==> config.mk <==
export PLATFORM = sky130hd
export DESIGN_NAME = matvec_sequencer
export DESIGN_NICKNAME = d
export VERILOG_FILES = /design/src/rtl/matvec_pkg.sv /design/src/rtl/en_skew.sv /design/src/rtl/matvec_sequencer.sv
export SDC_FILE = /design/constraint.sdc
export NUM_CORES = 1
export LEC_CHECK = 0
export CAP_MARGIN = 20
export CORE_MARGIN = 3
export CORE_UTILIZATION = 30
export CTS_BUF_LIST = sky130_fd_sc_hd__clkbuf_2 sky130_fd_sc_hd__clkbuf_4 sky130_fd_sc_hd__clkbuf_8
export DETAILED_ROUTE_END_ITERATION = 16
export SETUP_SLACK_MARGIN = 0.4
export SLEW_MARGIN = 20
export SYNTH_ARGS = -nofsm -noshare
export SYNTH_HDL_FRONTEND = slang
export SYNTH_HIERARCHICAL = 1
export SYNTH_SLANG_ARGS = --single-unit
==> constraint.sdc <==
create_clock -name clk -period 4.34 [get_ports clk]
set_input_delay 0.651 -clock clk [delete_from_list [all_inputs] [get_ports clk]]
set_output_delay 0.651 -clock clk [all_outputs]
set_load 0.05 [all_outputs]
==> src/rtl/matvec_pkg.sv <==
// Shared types and constants for the matrix-vector sequencer.
package matvec_pkg;

    // Sequencer states
    typedef enum logic [2:0] {
        S_IDLE,
        S_WAIT,
        S_CLEAR,
        S_RUN,
        S_DRAIN,
        S_OUT,
        S_DONE
    } seq_state_t;

    // Width of the go-to-done performance counter
    localparam int PERF_W = 16;

    // Accumulator width: room for products plus growth over the row length
    function automatic int acc_width(input int data_width);
        return 3 * data_width;
    endfunction

endpackage

==> src/rtl/en_skew.sv <==
// Skewed enable wavefront: a MAC_COUNT-deep shift register. Stage 0 takes the
// inject bit, stage i follows stage i-1 one cycle later. Clear empties it.
module en_skew #(
    parameter int MAC_COUNT = 8
) (
    input  logic                 clk,
    input  logic                 rst_n,
    input  logic                 inject,
    input  logic                 clear,
    output logic [MAC_COUNT-1:0] en
);

    logic [MAC_COUNT-1:0] en_reg;
    logic [MAC_COUNT-1:0] en_next;

    genvar gi;
    generate
        for (gi = 0; gi < MAC_COUNT; gi++) begin : g_stage
            if (gi == 0) begin : g_head
                assign en_next[gi] = inject;
            end else begin : g_tail
                assign en_next[gi] = en_reg[gi-1];
            end
        end
    endgenerate

    // Shift the wavefront one row per cycle, or flush it on clear
    always_ff @(posedge clk or negedge rst_n) begin
        if (!rst_n) begin
            en_reg <= '0;
        end else if (clear) begin
            en_reg <= '0;
        end else begin
            en_reg <= en_next;
        end
    end

    assign en = en_reg;

endmodule

==> src/rtl/matvec_sequencer.sv <==
// Control sequencer for the systolic matrix-vector MAC array: waits for a full
// operand set, clears the accumulators, drives the skewed enable/read wavefront,
// then captures and streams out the row results over valid/ready.
// Optional feature macro: MATVEC_SEQ_PERF_EN (go-to-done cycle counter).
module matvec_sequencer
    import matvec_pkg::*;
#(
    parameter int DATA_WIDTH = 8,
    parameter int MAC_COUNT  = 8,
    parameter int VEC_LEN    = 8,
    localparam int ACC_W     = acc_width(DATA_WIDTH),
    localparam int BLW       = $clog2(VEC_LEN + 1),
    localparam int IDX_W     = $clog2(MAC_COUNT)
) (
    input  logic                       clk,
    input  logic                       rst_n,
    input  logic                       go,
    input  logic                       abort,
    output logic                       busy,
    output logic                       done,
    input  logic [BLW-1:0]             b_level,
    input  logic [MAC_COUNT-1:0]       a_full_row,
    output logic                       b_rden,
    output logic [MAC_COUNT-1:0]       a_rden,
    output logic                       mac_clr,
    output logic [MAC_COUNT-1:0]       mac_en,
    input  logic [MAC_COUNT*ACC_W-1:0] c_in,
    output logic                       res_valid,
    input  logic                       res_ready,
    output logic [ACC_W-1:0]           res_data,
    output logic [IDX_W-1:0]           res_idx,
    output logic [PERF_W-1:0]          perf_cycles
);

    localparam int RUN_W   = $clog2(VEC_LEN + MAC_COUNT);
    localparam int RUN_LEN = VEC_LEN + MAC_COUNT - 1;
    localparam logic [RUN_W-1:0] RUN_LAST = RUN_W'(RUN_LEN - 1);
    localparam logic [RUN_W-1:0] INJ_LEN  = RUN_W'(VEC_LEN);
    localparam logic [IDX_W-1:0] IDX_LAST = IDX_W'(MAC_COUNT - 1);

    seq_state_t       state_reg, state_next;
    logic [RUN_W-1:0] run_cnt_reg, run_cnt_next;
    logic             inject;
    logic             operands_ready;
    logic             beat_xfer;

    logic             busy_reg, done_reg, mac_clr_reg, b_rden_reg, res_valid_reg;
    logic [IDX_W-1:0] res_idx_reg;
    logic [ACC_W-1:0] bank_reg [MAC_COUNT];
    logic [MAC_COUNT-1:0] skew_en;

    assign operands_ready = (b_level >= BLW'(VEC_LEN)) && (&a_full_row);
    assign beat_xfer      = (state_reg == S_OUT) && res_valid_reg && res_ready;

    // Next-state logic; abort overrides every transition, including go in IDLE
    always_comb begin
        state_next = state_reg;
        case (state_reg)
            S_IDLE:  if (go) state_next = S_WAIT;
            S_WAIT:  if (operands_ready) state_next = S_CLEAR;
            S_CLEAR: state_next = S_RUN;
            S_RUN:   if (run_cnt_reg == RUN_LAST) state_next = S_DRAIN;
            S_DRAIN: state_next = S_OUT;
            S_OUT:   if (beat_xfer && (res_idx_reg == IDX_LAST)) state_next = S_DONE;
            S_DONE:  state_next = S_IDLE;
            default: state_next = S_IDLE;
        endcase
        if (abort) begin
            state_next = S_IDLE;
        end
    end

    // RUN cycle index k and the wavefront inject bit for the cycle after this one
    always_comb begin
        run_cnt_next = '0;
        if ((state_reg == S_RUN) && (state_next == S_RUN)) begin
            run_cnt_next = run_cnt_reg + RUN_W'(1);
        end
        inject = (state_next == S_RUN) && (run_cnt_next < INJ_LEN);
    end

    // State, RUN index and the registered control outputs
    always_ff @(posedge clk or negedge rst_n) begin
        if (!rst_n) begin
            state_reg     <= S_IDLE;
            run_cnt_reg   <= '0;
            busy_reg      <= 1'b0;
            done_reg      <= 1'b0;
            mac_clr_reg   <= 1'b0;
            b_rden_reg    <= 1'b0;
            res_valid_reg <= 1'b0;
        end else begin
            state_reg     <= state_next;
            run_cnt_reg   <= run_cnt_next;
            busy_reg      <= (state_next != S_IDLE);
            done_reg      <= (state_next == S_DONE);
            mac_clr_reg   <= (state_next == S_CLEAR);
            b_rden_reg    <= inject;
            res_valid_reg <= (state_next == S_OUT);
        end
    end

    // Result beat index: restarts at 0 on every OUT entry, steps per transfer
    always_ff @(posedge clk or negedge rst_n) begin
        if (!rst_n) begin
            res_idx_reg <= '0;
        end else if (state_next != S_OUT) begin
            res_idx_reg <= '0;
        end else if (beat_xfer) begin
            res_idx_reg <= res_idx_reg + IDX_W'(1);
        end
    end

    // Result bank: snapshot of the accumulators taken on the DRAIN-to-OUT edge
    genvar gi;
    generate
        for (gi = 0; gi < MAC_COUNT; gi++) begin : g_bank
            always_ff @(posedge clk or negedge rst_n) begin
                if (!rst_n) begin
                    bank_reg[gi] <= '0;
                end else if ((state_reg == S_DRAIN) && (state_next == S_OUT)) begin
                    bank_reg[gi] <= c_in[gi*ACC_W +: ACC_W];
                end
            end
        end
    endgenerate

    // One wavefront drives both the per-row MAC enables and the A FIFO pops
    en_skew #(
        .MAC_COUNT (MAC_COUNT)
    ) u_en_skew (
        .clk    (clk),
        .rst_n  (rst_n),
        .inject (inject),
        .clear  (abort),
        .en     (skew_en)
    );

`ifdef MATVEC_SEQ_PERF_EN
    logic [PERF_W-1:0] perf_cnt_reg;
    logic [PERF_W-1:0] perf_cycles_reg;

    // Count from the go-acceptance cycle through every busy cycle, saturating
    always_ff @(posedge clk or negedge rst_n) begin
        if (!rst_n) begin
            perf_cnt_reg <= '0;
        end else if (state_reg == S_IDLE) begin
            if (state_next == S_WAIT) begin
                perf_cnt_reg <= PERF_W'(1);
            end
        end else if (perf_cnt_reg != {PERF_W{1'b1}}) begin
            perf_cnt_reg <= perf_cnt_reg + PERF_W'(1);
        end
    end

    // Publish the count only for operations that reach DONE
    always_ff @(posedge clk or negedge rst_n) begin
        if (!rst_n) begin
            perf_cycles_reg <= '0;
        end else if (state_reg == S_DONE) begin
            perf_cycles_reg <= perf_cnt_reg;
        end
    end

    assign perf_cycles = perf_cycles_reg;
`else
    assign perf_cycles = '0;
`endif

    assign busy      = busy_reg;
    assign done      = done_reg;
    assign mac_clr   = mac_clr_reg;
    assign b_rden    = b_rden_reg;
    assign mac_en    = skew_en;
    assign a_rden    = skew_en;
    assign res_valid = res_valid_reg;
    assign res_idx   = res_idx_reg;
    assign res_data  = bank_reg[res_idx_reg];

endmodule

Yosys cells after proc, flatten, opt, wreduce, memory -nomap -nowiden
Index checks and enable logic that the tools add are counted.
Operators by class
  $mul: 0
  eq/ne operators: 12
  magnitude comparators: 3
  shifts and indexed selects: 0
  bitwise gates (word level): 1
  reduce and logical (&&, ||, !) cells: 11
  add/subtract/negate cells: 2
  multiplexer cells: 13
  divide/modulo/power cells: 0
Operators with widths (number)
  binary-select mux 24 bit (select 3 bit): 1
  2-to-1 mux 24 bit: 2
  2-to-1 mux 3 bit: 7
  one-hot mux 3 bit (6 select lines): 1
  == test 3 bit, second input constant: 5
  == test 3 x 2 -> 1 bit, second input constant: 4
  greater-or-equal comparator 4 bit, second input constant: 2
  2-to-1 mux 8 bit: 1
  AND reduction 8 bit: 1
  logical AND 1 bit: 7
  adder 4 x 1 -> 4 bit, second input constant: 1
  == test 4 bit, second input constant: 1
  < comparator 4 bit, second input constant: 1
  2-to-1 mux 4 bit: 1
  NOT 3 -> 4 bit: 1
  adder 3 x 1 -> 3 bit, second input constant: 1
  == test 3 x 1 -> 1 bit, second input constant: 1
  zero test 3 bit: 1
  inequality test 3 bit, second input constant: 1
  nonzero test 3 bit: 1
  nonzero test 2 bit: 1
Storage, ports and cells
  logic and storage cells: 59
  memory bits (writable): 0
  bits in registers: 215
  memory bits (read-only): 0
  latch bits: 0
  memories kept: 0
  output and inout port bits: 64

Depth between registers and ports, before layout
  word-level depth: 13
  depth in mapped cells: 7
  depth with buffers taken out: 7

Cells and area by module
Netlist, hierarchy kept.
By module, submodules not included
  matvec_sequencer: area an instance 9455.3 µm², seq. area each 5180.0 µm², cells each 590, times used 1
  en_skew: area an instance 250.2 µm², seq. area each 200.2 µm², cells each 16, times used 1

Least setup slack after synthesis
Ideal clock, no wire load.
  path type: reg-to-output
  start point: reg res_idx_reg[0], in the netlist res_idx[0]
  end point: out res_data[12]
  arrival time: 2.245 ns
  slack: 1.444 ns
  path buffers: 3
  required time: 3.689 ns
  stages on the path, launching flop included: 6
  path through: dfrtp_1 clkbuf_1 buf_2 buf_4 mux4_2 mux2_2
Between the ends
  longest elaborated chain between the ends: 4
RTL lines
  from (decl): RTL line matvec_sequencer.sv:48  | logic [IDX_W-1:0] res_idx_reg;
  from (signal assigned): RTL line matvec_sequencer.sv:110  | res_idx_reg <= res_idx_reg + IDX_W'(1);
  NOT 3 -> 4 bit (not written as such): RTL line matvec_sequencer.sv:178  | assign res_data = bank_reg[res_idx_reg];
  binary-select mux 24 bit (select 3 bit): RTL line matvec_sequencer.sv:178
  2-to-1 mux 24 bit (not written as such) (2 in series): RTL line matvec_sequencer.sv:178
  to (decl): RTL line matvec_sequencer.sv:30  | output logic [ACC_W-1:0] res_data,
Every way passes these cells. The select of a mux whose other input is x is not followed.

Worst setup path after layout
  start point: reg res_idx_reg[1], in the netlist res_idx[1]
  end point: out res_data[16]
The elaborated chain is that of the path after synthesis.

==> metrics.log <==
INFO  metric boundaryPins = 273
INFO  metric cts_root_buf = clkbuf_8
INFO  metric maxCapViolations = 0
INFO  metric wl_met1 = 9721 um
INFO  metric place.gp.congestion = 0.7707
INFO  metric power_density = 338.4 mW/mm^2
INFO  metric dieHeight = 185.9 um
INFO  metric n_fill_cell = 2910
INFO  metric timing.critical_path.to_type = output pin
INFO  metric number_of_warnings_printed_during_yosys_synthesis = 6
INFO  metric drt_first_pass_iters = 4
INFO  metric reg2reg_depth = 8
INFO  metric cts_resized = 0
INFO  metric worst_skew_pair.late_latency = 0.53 ns
INFO  metric cts-root-to-sink-buffers = 3
INFO  metric grt_max_degree = 110
INFO  metric via_per_inst = 4.673
INFO  metric largest_register_ff_count = 192
INFO  metric die_area = 0.03455 mm^2
INFO  metric grt_usage = 0.1380
INFO  metric setup-violations-final = 0
INFO  metric num_vias = 6033
INFO  metric grt_first_pass_wirelength = 37290 um
INFO  metric slew-limit-headroom = 0.3663
INFO  metric multi_input_comb_area = 0.004031 mm^2
INFO  metric netlist_area = 0.009706 mm^2
INFO  metric reg2reg_from = res_idx[1]
INFO  metric synth.yosys.seq_area_share = 0.5543
INFO  metric synth.ff_latch_count = 215
INFO  metric finalCriticalPeriod = 3.661 ns
INFO  metric routed_wl = 23640 um
INFO  metric floorplan.core_area = 0.03172 mm^2
INFO  metric fin_setup_tns = 0 ns
INFO  metric syn_inst = 606
INFO  metric cts_tree = yes
INFO  metric post_synth.cell_area_avg = 16.02 um^2
INFO  metric p_seq_frac = 0.470
INFO  metric wire_per_inst = 18.31 um
INFO  metric r2r_slack = 1.54 ns
INFO  metric antenna_cells = 0
INFO  metric cp-start-kind = flop
INFO  metric combinationalPowerShare = 0.100
INFO  metric cts_num_sinks = 215
INFO  metric grt_antenna_before_repair = 2
INFO  metric dp_hpwl = 15930 um
INFO  metric fin_skew = 0.01939 ns
INFO  metric ir_worst_vdd = 0.2127 mV
INFO  metric max_slew.worst_pin.slew = 0.9506 ns
INFO  metric unrepaired_setup_endpoints_after_global_routing = false
INFO  metric outcome = completed
INFO  metric final_hold_viol_count = 0
INFO  metric min-delay-path-class = input port to async pin
INFO  metric initial_utilization = 0.3060
INFO  metric p_switching = 1.053 mW
INFO  metric cts_setup_buffers = 0
INFO  metric timing_max_transition_violations_final = 0
INFO  metric internal_power = 3.477 mW
INFO  metric cts_buffers = 40
INFO  metric switching_share = 0.2325
INFO  metric port-buffer-count = 253
INFO  metric drive_gt1_frac = 0.3926
INFO  metric detailroute.wirelength.met3 = 2260 um
INFO  metric routed-wl-met2 = 11210 um
INFO  metric crit_fanout = 31
INFO  metric drtAntennaViolNets = 0
INFO  metric worstPathRequired = 3.69 ns
INFO  metric cts_hold_repair_buffers = 0
INFO  metric drc = 0
INFO  metric leakagePower = 5.988 nW
INFO  metric synth.lib_cells_used.distinct = 33
INFO  metric top_layer_used = met5
INFO  metric fp.dieW = 185.9 um
INFO  metric ff_latch_area = 0.005386 mm^2
INFO  metric core.rowCount = 65
INFO  metric first_global_vias = 6600
INFO  metric path_class = flop to output pin
INFO  metric critical_path.reg2reg.endpoint = u_en_skew/en[0]
INFO  metric fin_nets = 1076
INFO  metric maxClockFrequency = 0.2732 GHz
INFO  metric grt_overflow = 0
INFO  metric arrival = 3.01 ns
INFO  metric worst_hold_slack = 0.1683 ns
INFO  metric drt-initial-drc-count = 188
INFO  metric area_growth_syn_to_layout = 37.94%
INFO  metric fin_crit_sh = 0.8435
INFO  metric clock_tree.htree_level_count = 2
INFO  metric clockPowerShare = 0.430
INFO  metric path_clk_slew = 0.06 ns
==> placed cells by master (no fill, tap or decap), types with 2 or more instances in the layout <==
master / Yosys / layout
clkdlybuf4s50_1: 0 / 252
mux2_2: 218 / 218
dfrtp_1: 215 / 212
clkbuf_8: 0 / 49
mux4_2: 48 / 48
conb_1: 1 / 16
clkbuf_4: 0 / 11
nor2b_1: 10 / 10
nor2_1: 9 / 9
clkinv_2: 0 / 6
buf_12: 0 / 5
and4_1: 4 / 4
nor3_1: 4 / 4
nor4_1: 4 / 4
ha_1: 4 / 4
nand3_1: 3 / 3
nand2_1: 3 / 3
a21oi_1: 3 / 3
buf_4: 25 / 3
o22ai_1: 2 / 2
and3_1: 2 / 2
xor2_1: 2 / 2
dfrtp_2: 0 / 2
==> layout make-up <==
| class | count | area share |
|---|---|---|
| clock buffers | 60 | 0.05654 |
| clock inverters | 8 | 0.003458 |
| inverters | 1 | 0.0002804 |
| multi-input cells | 344 | 0.3011 |
| flip-flops and latches | 215 | 0.4023 |
| well taps | 402 | 0.03757 |
| repair buffers | 261 | 0.1987 |
==> Yosys cell counts, drive strengths merged <==
cell | n | area share
xor2 | 2 | 0.0018
a21oi | 3 | 0.0015
nand2b | 1 | 0.00064
nand4 | 1 | 0.00064
o31a | 1 | 0.00090
and3 | 2 | 0.0013
o211ai | 1 | 0.0013
inv | 1 | 0.00039
clkbuf | 9 | 0.0035
buf | 52 | 0.033
and4 | 4 | 0.0036
or3 | 1 | 0.00064
nor2 | 9 | 0.0035
conb | 1 | 0.00039
ha | 4 | 0.0052
nor3 | 4 | 0.0021
nand3 | 3 | 0.0015
a21o | 1 | 0.00077
nand2 | 3 | 0.0012
nor4 | 5 | 0.0048
nor2b | 10 | 0.0064
nor3b | 1 | 0.00077
nand3b | 1 | 0.00077
nor4b | 1 | 0.0015
dfrtp | 215 | 0.55
o22ai | 2 | 0.0013
or3b | 1 | 0.00090
mux2 | 218 | 0.25
mux4 | 48 | 0.11
xnor2 | 1 | 0.00090
==> worst max-delay path by stage <==
stage,startpoint,endpoint,slack [ns]
floorplan,res_idx[0],res_data[12],1.44
global placement,res_idx[1],res_data[2],1.17
detailed placement,res_idx[1],res_data[2],1.16
CTS,res_idx[1],res_data[2],0.56
global route,res_idx[1],res_data[2],0.51
finish,res_idx[1],res_data[16],0.68
==> critical path, stage by stage, from the launching register on <==
cell and delay (ns):
dfrtp_2 0.80, buf_12 0.31, mux4_2 0.33, mux2_2 0.27
clkdlybuf4s50_1 0.74
==> power by group through the flow <==
stage	registers (mW)	logic [mW]	clock network, mW
after floorplan	2.15	0.198	0
after global routing	2.14	0.490	2.16
after global placement	2.16	0.455	0
final	2.13	0.454	1.95
after detailed placement	2.17	0.461	0
after CTS	2.13	0.463	2.05
==> per-layer routing <==
layer,up-vias,global-route usage
met3,41,0.05511
met2,209,0.2220
met4,4,0.03724
met5,-,0
li1,2728,-
met1,3051,0.1739
==> cells by family (layout without fill, tap and decap cells) <==
logic type,Yosys count,count (layout),synth area share
mux,266,266,0.3643
other cells,1,16,0.0003864
xor+xnor,3,3,0.002708
simple gates,47,47,0.03030
fa+ha+maj,4,4,0.005157
compound gates,8,8,0.005801
flops,215,215,0.5543
buf+inv,62,330,0.03700
==> stage by stage <==
step / instance area, um^2 / cells / power (mW) / setup slack (ns) / util
2_1_floorplan: 9762 / 621 / 2.351 / 1.444 / -
3_3_place_gp: 12580 / 1223 / 2.618 / 1.166 / 0.3968
3_5_place_dp: 12580 / 1223 / 2.626 / 1.164 / 0.3968
4_1_cts: 13390 / 1291 / 4.646 / 0.5578 / 0.4221
5_1_grt: 13390 / 1291 / 4.786 / 0.5096 / 0.4221
6_report: 13390 / 1291 / 4.530 / 0.6790 / 0.4221
No activity file was read; power rests on OpenSTA's default activity.
==> RTL edit: new RTL, same flow settings <==
Build with the macro `MATVEC_SEQ_PERF_EN` defined.
--- a/src/rtl/matvec_sequencer.sv
+++ b/src/rtl/matvec_sequencer.sv
@@ -2,6 +2,8 @@
 // operand set, clears the accumulators, drives the skewed enable/read wavefront,
 // then captures and streams out the row results over valid/ready.
 // Optional feature macro: MATVEC_SEQ_PERF_EN (go-to-done cycle counter).
+`define MATVEC_SEQ_PERF_EN
+
 module matvec_sequencer
     import matvec_pkg::*;
 #(
Function: same outputs for any inputs over 10 cycles, from zero or initial values and one cycle with rst_n low; that may be too few to reach the edited logic, so the function may still have changed.
==> RTL edit against the unedited design <==
  * Total power is 21% higher
  * Area after synthesis is 14% higher
  * Count of clock-buffer cells in the layout is 7 higher
  * Fmax is 1.2% higher
  * Worst setup slack better by 0.042 ns
  * Wire length is 17% higher
  * Clock power is 18% higher
  * Combinational power is 33% higher
  * Cell area is 14% higher
  * Non-clock buffer count is 21 higher
  * Hold slack worse by 0.018 ns
  * Cell count is 16% higher
  * Sequential cell count is 32 higher
  * Critical endpoint is now res_data[23]
  * Largest cell class unchanged
==> RTL edit: results (changes against the unedited design) <==
End of the critical path: res_data[23]
Routed wire per std cell: 18.5 microns (+0.82%)
Net count of the mapped netlist: 937
# diodes: 0 (unchanged)
Max incr delay on CP: 0.72 ns (-0.08 ns)
Launching element of the worst setup path: res_idx[0]$_DFFE_PN0P_
Area of placed instances: 14200 sq um (+13%)
RR Endpoint: busy$_DFF_PN0_
Largest register FFs: 192 (unchanged)
Synth area leaders: sky130_fd_sc_hd__dfrtp_1 56%, sky130_fd_sc_hd__mux2_2 24%, sky130_fd_sc_hd__mux4_2 9.8%
Number of design rule violations left after detail routing: 0 (unchanged)
Nets: 1214 (+13%)
Worst clock skew on the final layout: 0.0119 ns (-0.00747 ns)
Initial antenna violation count: 5 (+3)
Initial DRC Count: 251 (+34%)
Clock buffers created by TritonCTS: 44 (+10%)
Share of synthesized registers carrying an async set or reset: 1.00 (unchanged)
Via count normalized by instance count: 4.76 (+1.8%)
Half-perimeter wire length after placement: 19.1 mm (+20%)
Met1 Wirelength: 11.8 mm (+21%)
Syn. warnings: 6 (unchanged)
Total global-route track usage: 0.140 (+0.00200)
Final Wtd Congestion: 0.742 (-3.7%)
Layout cell share with drive strength beyond 1: 0.371 (-0.0221)
Arrival time of the worst setup path: 2.97 ns (-0.04 ns)
Sequential cell area fraction in the yosys report: 0.559 (+0.00499)
Largest net degree at the start of global routing: 123 (+12%)
Number of buffers between clock root and the deepest sink: 3 (unchanged)
Global-route wire length before repair: 43.2 mm (+16%)
Unique cell type count in the Yosys netlist: 50 (+52%)
Class of the tightest hold or removal check: input pin to asynchronous set/reset pin
Clock slew at reported path FFs: 0.06 ns (about the same)
Length of routed met2 wiring: 12.7 mm (+14%)
Reg2Reg Setup Slack: 1.67 ns (+0.13 ns)
Worst-skew pair later-pin latency: 0.54 ns
Worst-path maximum fanout: 16 (-48%)
Launching point of the worst reg2reg path: res_idx[2]$_DFFE_PN0P_
Normalized max-slew margin: 0.358 (-0.00790)
Via count of the first global-routing pass: 7723 (+17%)
Outcome: complete, no violations
Root Buffer Master: sky130_fd_sc_hd__clkbuf_8
Number of port buffers: 269 (+6.3%)
Post-synth top cells: 247 x sky130_fd_sc_hd__dfrtp_1, 232 x sky130_fd_sc_hd__mux2_2, 48 x sky130_fd_sc_hd__mux4_2
Worst R2R Path Depth: 6 (-2)
Static Leak: 6.62 nW (+11%)
Peak supply drop: 215 uV (+1.1%)
Count of TritonRoute iterations in the first routing pass: 4 (unchanged)
Number of levels the H-tree was split into: 2 (unchanged)
Cell with the largest stage delay on the worst path: sky130_fd_sc_hd__clkdlybuf4s50_1
Highest metal layer with signal wires: met5
Met3 routed WL: 2.44 mm (+7.8%)
[RTL edit: cell types whose count changed after synthesis, sizes merged, moves of 4 or more]
cell	delta
or4	+4
dfrtp	+32
o211ai	+5
nand3	+10
mux2	+14
buf	-13
mux2i	+5
nand4	+6
nor4	-5
o21ai	+5
nor2	+8
nand2	+16
[RTL edit: worst max-delay path, delay by kind of cell, from the launching register on]
family	cells	cell delay, ns
muxes	2	0.83
buffers and inverters	2	0.96
DFF	1	0.63
[RTL edit: cells by family after synthesis]
logic type,synth area share
fa+ha+maj,0.00566
xor+xnor,0.00238
compound gates,0.0207
simple gates,0.0485
buf+inv,0.0247
mux,0.339
flops,0.559
[RTL edit: worst min path at each step]
stage | startpoint | end | slack (ns)
after global routing | rst_n | perf_cycles[15]$_DFFE_PN0N_ | 0.17
after CTS | rst_n | perf_cycles[15]$_DFFE_PN0N_ | 0.14
after floorplan | rst_n | b_rden$_DFF_PN0_ | 0.36
after detailed placement | bank_reg[33]$_DFFE_PN0P_ | bank_reg[33]$_DFFE_PN0P_ | 0.49
final | rst_n | perf_cycles[15]$_DFFE_PN0N_ | 0.15
after global placement | bank_reg[116]$_DFFE_PN0P_ | bank_reg[116]$_DFFE_PN0P_ | 0.48
[RTL edit: stage by stage]
step	setup WS (ns)	std cells	util	hold WS [ns]	power (mW)
after global routing	0.530	1492	0.423	0.166	5.75
after CTS	0.431	1491	0.423	0.140	5.59
after global placement	1.05	1414	0.396	0.483	3.20
final	0.721	1492	0.423	0.150	5.46
after detailed placement	1.05	1414	0.396	0.491	3.21
after floorplan	1.34	723	-	0.355	2.87
[RTL edit: area by class of cell]
| class | count | area (sq um) |
|---|---|---|
| Fill cell | 3301 | 20700 |
| Sequential cell | 247 | 6190 |
| Multi-Input combinational cell | 421 | 4600 |
| Timing Repair Buffer | 282 | 2880 |
| Clock buffer | 67 | 841 |
| Tap cell | 461 | 577 |
| Clock inverter | 10 | 103 |
| Inverter | 4 | 15.0 |
[RTL edit: layer usage]
layer,up-vias,global-route usage
li1,3250,-
met1,3573,0.181
met2,217,0.221
met3,49,0.0551
met4,10,0.0354
met5,-,0
[RTL edit: power by group]
part	switching (mW)	leakage [nW]	internal [mW]	total [mW]
logic	0.229	2.83	0.377	0.606
clock network	0.950	0.504	1.35	2.30
registers	0.0920	3.29	2.46	2.56
total	1.27	6.62	4.19	5.46
[RTL edit: repair_timing]
item,4_1_cts,5_1_grt
setup endpoints to repair,0,3
buffers inserted,0,1
resized for setup,0,0
